===== config.mk =====
export PLATFORM = sky130hd
export DESIGN_NAME = ram_arbiter
export DESIGN_NICKNAME = d
export VERILOG_FILES = /design/src/rtl/ram_arbiter.sv
export SDC_FILE = /design/constraint.sdc
export NUM_CORES = 1
export LEC_CHECK = 0
export BUFFER_PORTS_ARGS = -buffer_cell sky130_fd_sc_hd__buf_2
export CAP_MARGIN = 20
export CORE_ASPECT_RATIO = 1.5
export CORE_MARGIN = 2
export CORE_UTILIZATION = 47
export DETAILED_ROUTE_END_ITERATION = 8
export PLACE_DENSITY = 0.87
export SETUP_SLACK_MARGIN = 0.2
export SYNTH_ARGS = -nofsm -noshare
export SYNTH_HDL_FRONTEND = slang
export SYNTH_SLANG_ARGS = --single-unit
export TNS_END_PERCENT = 1

===== constraint.sdc =====
create_clock -name clk -period 2.6 [get_ports clk]
set_input_delay 0.78 -clock clk [delete_from_list [all_inputs] [get_ports clk]]
set_output_delay 0.78 -clock clk [all_outputs]
set_load 0.01 [all_outputs]

===== src/rtl/ram_arbiter.sv =====
// ram_arbiter: shares a single-port RAM of 2^ADDR_W words between a
// read-only instruction-fetch port (f_*) and a load/store data port (d_*).
// Non-pipelined: one request is accepted in IDLE, the RAM is strobed in
// ACCESS, the read word is captured in RESP, and the response pulses on
// the first cycle back in IDLE (3 cycles request to response).
//
// Ports
//   clk, rst             clock, synchronous active-high reset
//   f_valid/f_ready      fetch request handshake, f_addr = word address
//   f_rsp_valid/_data/_err  fetch response (valid pulses, data/err hold)
//   d_valid/d_ready      data request handshake, d_we/d_addr/d_wdata payload
//   d_rsp_valid/_data/_err  data response (store returns data 0)
//   ram_en/ram_we/ram_addr/ram_wdata/ram_rdata  RAM side; read data is
//                        valid one cycle after a read strobe
//   dbg_state            current controller state (IDLE=0, ACCESS=1, RESP=2)
//
// Handshake: a request transfers on a cycle where valid && ready. Ready is
// combinational, only high in IDLE (and not during reset) and only for the
// requester that wins arbitration, so at most one ready is high per cycle.
// A requester keeps valid and its payload stable until it sees ready.
//
// Optional feature: define ARB_ROUND_ROBIN_EN to alternate ties between
// the ports; without it, data has fixed priority over fetch.

module ram_arbiter #(
  parameter int DATA_W = 32,
  parameter int ADDR_W = 12
) (
  input  logic              clk,
  input  logic              rst,
  input  logic              f_valid,
  output logic              f_ready,
  input  logic [31:0]       f_addr,
  output logic              f_rsp_valid,
  output logic [DATA_W-1:0] f_rsp_data,
  output logic              f_rsp_err,
  input  logic              d_valid,
  output logic              d_ready,
  input  logic              d_we,
  input  logic [31:0]       d_addr,
  input  logic [DATA_W-1:0] d_wdata,
  output logic              d_rsp_valid,
  output logic [DATA_W-1:0] d_rsp_data,
  output logic              d_rsp_err,
  output logic              ram_en,
  output logic              ram_we,
  output logic [ADDR_W-1:0] ram_addr,
  output logic [DATA_W-1:0] ram_wdata,
  input  logic [DATA_W-1:0] ram_rdata,
  output logic [1:0]        dbg_state
);

  typedef enum logic [1:0] {
    IDLE   = 2'd0,
    ACCESS = 2'd1,
    RESP   = 2'd2
  } state_t;

  state_t            state_q, state_d;
  logic [1:0]        gnt_q;      // {data, fetch}; 0 = no grant
  logic [ADDR_W-1:0] addr_q;
  logic              we_q;
  logic [DATA_W-1:0] wdata_q;
  logic              err_q;
  logic              ram_en_q, ram_we_q;
  logic              f_rsp_valid_q, f_rsp_err_q;
  logic [DATA_W-1:0] f_rsp_data_q;
  logic              d_rsp_valid_q, d_rsp_err_q;
  logic [DATA_W-1:0] d_rsp_data_q;

  logic              idle, tie, pick_f, pick_d, accept;
  logic [31:0]       sel_addr;
  logic              sel_we, sel_in_range;
  logic [DATA_W-1:0] rsp_word;

`ifdef ARB_ROUND_ROBIN_EN
  // 1 = fetch won the most recent tie, so data wins the next one.
  logic rr_q, rr_d;
`endif

  always_comb begin
    idle = (state_q == IDLE) && !rst;
    tie  = f_valid && d_valid;
`ifdef ARB_ROUND_ROBIN_EN
    pick_f = tie ? !rr_q : f_valid;
`else
    pick_f = f_valid && !d_valid;
`endif
    pick_d  = d_valid && !pick_f;
    f_ready = idle && pick_f;
    d_ready = idle && pick_d;
    accept  = f_ready || d_ready;

    sel_addr     = d_ready ? d_addr : f_addr;
    sel_we       = d_ready && d_we;
    // No wrap-around: any bit above the RAM index makes the access an error.
    sel_in_range = (sel_addr[31:ADDR_W] == '0);

    // Stores and errored accesses report a zero word.
    rsp_word = (err_q || we_q) ? '0 : ram_rdata;

    state_d = state_q;
    case (state_q)
      IDLE:    if (accept) state_d = ACCESS;
      ACCESS:  state_d = RESP;
      RESP:    state_d = IDLE;
      default: state_d = IDLE;
    endcase

`ifdef ARB_ROUND_ROBIN_EN
    // Only contested grants move the pointer.
    rr_d = rr_q;
    if (accept && tie) rr_d = f_ready;
`endif
  end

  always_ff @(posedge clk) begin
    if (rst) begin
      state_q       <= IDLE;
      gnt_q         <= '0;
      addr_q        <= '0;
      we_q          <= 1'b0;
      wdata_q       <= '0;
      err_q         <= 1'b0;
      ram_en_q      <= 1'b0;
      ram_we_q      <= 1'b0;
      f_rsp_valid_q <= 1'b0;
      f_rsp_data_q  <= '0;
      f_rsp_err_q   <= 1'b0;
      d_rsp_valid_q <= 1'b0;
      d_rsp_data_q  <= '0;
      d_rsp_err_q   <= 1'b0;
`ifdef ARB_ROUND_ROBIN_EN
      rr_q          <= 1'b1;
`endif
    end else begin
      state_q       <= state_d;
      f_rsp_valid_q <= 1'b0;
      d_rsp_valid_q <= 1'b0;
      case (state_q)
        IDLE: begin
          if (accept) begin
            gnt_q    <= {d_ready, f_ready};
            addr_q   <= sel_addr[ADDR_W-1:0];
            we_q     <= sel_we;
            wdata_q  <= d_ready ? d_wdata : '0;
            err_q    <= !sel_in_range;
            // The RAM strobe is registered here so it is high exactly
            // during the ACCESS cycle.
            ram_en_q <= sel_in_range;
            ram_we_q <= sel_in_range && sel_we;
          end
        end
        ACCESS: begin
          ram_en_q <= 1'b0;
          ram_we_q <= 1'b0;
        end
        RESP: begin
          if (gnt_q[0]) begin
            f_rsp_valid_q <= 1'b1;
            f_rsp_data_q  <= rsp_word;
            f_rsp_err_q   <= err_q;
          end
          if (gnt_q[1]) begin
            d_rsp_valid_q <= 1'b1;
            d_rsp_data_q  <= rsp_word;
            d_rsp_err_q   <= err_q;
          end
          gnt_q <= '0;
        end
        default: ;
      endcase
`ifdef ARB_ROUND_ROBIN_EN
      rr_q <= rr_d;
`endif
    end
  end

  assign ram_en      = ram_en_q;
  assign ram_we      = ram_we_q;
  assign ram_addr    = addr_q;
  assign ram_wdata   = wdata_q;
  assign f_rsp_valid = f_rsp_valid_q;
  assign f_rsp_data  = f_rsp_data_q;
  assign f_rsp_err   = f_rsp_err_q;
  assign d_rsp_valid = d_rsp_valid_q;
  assign d_rsp_data  = d_rsp_data_q;
  assign d_rsp_err   = d_rsp_err_q;
  assign dbg_state   = state_q;

endmodule


==> impl_metrics.tcl <==
set metrics [dict create \
    crit_chain "buf_4 -> nor3_4 -> nand2_2 -> clkinv_2 -> buf_2" \
    drc 0 \
    antenna_found_initial 0 \
    finalSetupViolations 0 \
    yosys_warnings 0 \
    die_x_um 82.93 \
    ys_ff_latch 120 \
    worst_slack_ns 0.4200 \
    cts_buffer_depth 2 \
    finalCritPeriodShare 0.8385 \
    rrSetupSlack_ns 0.87 \
    skew_ns 0.01588 \
    max_freq_mhz 458.7 \
    gp_congestion 0.8513 \
    cp-end-kind "output port" \
    worstReg2RegStart "dbg_state[1]$_SDFFE_PP0P_" \
    hold-worst-slack_ns 0.4493 \
    hold_violations 0 \
    clk_latency_ns 0.41 \
    die_y_um 122.4 \
    netlist_instances 525 \
    hpwl_um 8840 \
    cp-start-kind "input port" \
    clock_sinks 120 \
    syn_area_um2 4392 \
    min_path_cells 2 \
    yosysUniqueCellTypes 30 \
    min_path_type "reg2reg" \
    viasPerCell 5.383 \
    outcome "completed" \
    numCtsBuffers 17 \
    grt_pass1_wl_um 19770 \
    period_minus_slack_ns 2.180 \
    io_buffer_count 250 \
    postRouteWirelength_um 12860 \
    post_cts_buffers 0 \
    relSlewSlack 0.5881 \
    p_leak_nw 2.889 \
    clk_pin_slew_ns 0.06 \
    max-cap-violations 0 \
    postRouteAntennaNets 0 \
    cp_max_fo 6 \
    cts_tree "done" \
    synthArstFlopShare 0 \
    fp.coreArea_um2 9146 \
    ios 251 \
    ir_drop_mv 0.5528 \
    powerDensity_nw_per_um2 758.6 \
    fin_nets 893 \
    ys.flop_type "dfxtp_1" \
    synth-seq-area-share 0.5470 \
    grt_max_degree 119 \
    synthTopCellsByArea "dfxtp_1 55%, nand2_1 8.5%, a21oi_1 7.9%, nand3_1 7.4%, a22oi_1 5.5%" \
    vias 4764 \
    stdcell_area_um2 6319 \
    place_area_um2 5669 \
    drive_gt1_frac 0.3855 \
    place_ws_ns 0.3297 \
    cp.required_ns 1.82 \
    slew_violations 0 \
    antennaDiodeCount 0 \
    drt_pass1_iterations 5 \
    instances_no_fill 885 \
    syn_avg_cell_area_um2 8.365 \
    cts_root_buf "clkbuf_16" \
    critPathMaxStageDelay_ns 0.17 \
    synth-edff-count 0 \
    grt_overflow 0 \
    fin_setup_tns_ns 0 \
    drt_iter0_markers 248 \
    grt_pass1_vias 4414 \
    synth_top_area_share 0.5470 \
    placementRows 43 \
    syn-num-nets 658 \
    grt.total_usage 0.2388 \
    fin_util 0.6908 \
    cts_hold_buf 0 \
    htreeDepth 4 \
    r2r-end "ram_addr[4]$_SDFFE_PP0P_" \
    post_cts_resized 0 \
    rsz0062_at_grt "no" \
    fp.dieArea_um2 10150 \
    power.total_mw 4.794 \
    cpMaxStageDelayCell "nor3_4" \
    arrival_ns 1.40 \
    placedCellCount 852 \
    wl_per_cell_um 14.53 \
    hp-start "d_rsp_data[10]$_SDFFE_PP0P_" \
    syn_to_final_growth_pct 43.87 \
    yosys.area.top_type "dfxtp_1" \
    crit_type "in2out" \
    hold_end "d_rsp_data[10]$_SDFFE_PP0P_" \
    r2r.worst_path.cells 6 \
    start_util 0.4802 \
    worst_pin_slew_ns 0.6179 \
]
[placed cells by master, fill, tap and decap left out, types with 2 or more instances in the layout]
cell type	n
a22oi_1	32
clkbuf_16	17
nor2_1	50
clkinvlp_4	3
o21ai_0	2
nor2b_1	2
or3_1	2
buf_4	10
a311oi_1	12
a21oi_1	69
nor3b_1	2
nand3_1	65
and2_1	2
nand2_1	99
buf_2	249
clkinv_2	3
inv_6	2
clkinv_4	2
nor4_1	10
clkbuf_8	2
dfxtp_1	120
bufinv_16	3
[cell usage after synthesis (2+ instances only)]
| library cell | n |
|---|---|
| a21oi_1 | 69 |
| a22oi_1 | 32 |
| a311oi_1 | 12 |
| and2_1 | 2 |
| buf_1 | 2 |
| buf_2 | 12 |
| buf_4 | 3 |
| clkbuf_1 | 27 |
| dfxtp_1 | 120 |
| nand2_1 | 99 |
| nand3_1 | 65 |
| nor2_1 | 51 |
| nor2b_1 | 2 |
| nor3b_1 | 2 |
| nor4_1 | 10 |
| o21ai_0 | 2 |
| or3_1 | 2 |
[area by class of cell]
| type | instances | area (µm²) |
|---|---|---|
| fillers | 716 | 2828 |
| flip-flops and latches | 120 | 2402 |
| multi-input cells | 358 | 1793 |
| repair buffers | 260 | 1349 |
| clock buffers | 19 | 452.9 |
| clock inverters | 13 | 168.9 |
| well taps | 112 | 140.1 |
| inverters | 3 | 12.51 |
[where the power goes]
part           switching [mW]  internal, mW
sequential             0.0361          1.90
clock                   0.853          1.57
combinational           0.256         0.182
total                    1.15          3.65
[worst max path at each step]
stage	start	end	slack, ns	cells past startpoint
finish	rst	d_ready	0.42	5
global route	dbg_state[1]$_SDFFE_PP0P_	d_ready	0.36	4
CTS	dbg_state[1]$_SDFFE_PP0P_	d_ready	0.43	4
detailed placement	rst	err_q$_SDFFE_PP0P_	0.33	4
global placement	rst	err_q$_SDFFE_PP0P_	0.42	4
floorplan	rst	d_ready	0.48	4
[metal layers]
| metal | up-vias | GRT usage | part of all wire |
|---|---|---|---|
| li1 | 2296 | - | - |
| met1 | 2170 | 0.2708 | 0.39 |
| met2 | 264 | 0.4063 | 0.50 |
| met3 | 34 | 0.06859 | 0.081 |
| met4 | 0 | 0.1291 | 0.026 |
| met5 | - | 0 | 0 |
[cells by family after synthesis]
kind of cell / count (synthesis) / synth area share
AO/OA/AOI/OAI: 120 / 0.1681
buffers and inverters: 47 / 0.04644
flip-flops: 120 / 0.5470
AND/OR/NAND/NOR: 238 / 0.2385
[sequential cells by signal, summed over array words and instances, names as in the netlist, 2 cells and up]
signal,cells
d_rsp_data,32
f_rsp_data,32
ram_wdata,32
ram_addr,12
dbg_state,2
gnt_q,2
[critical path: cells and delay by family]
family | cells | cell delay (ns)
buf+inv | 3 | 0.36
simple gates | 2 | 0.27
Power figures use the tool's default switching activity.
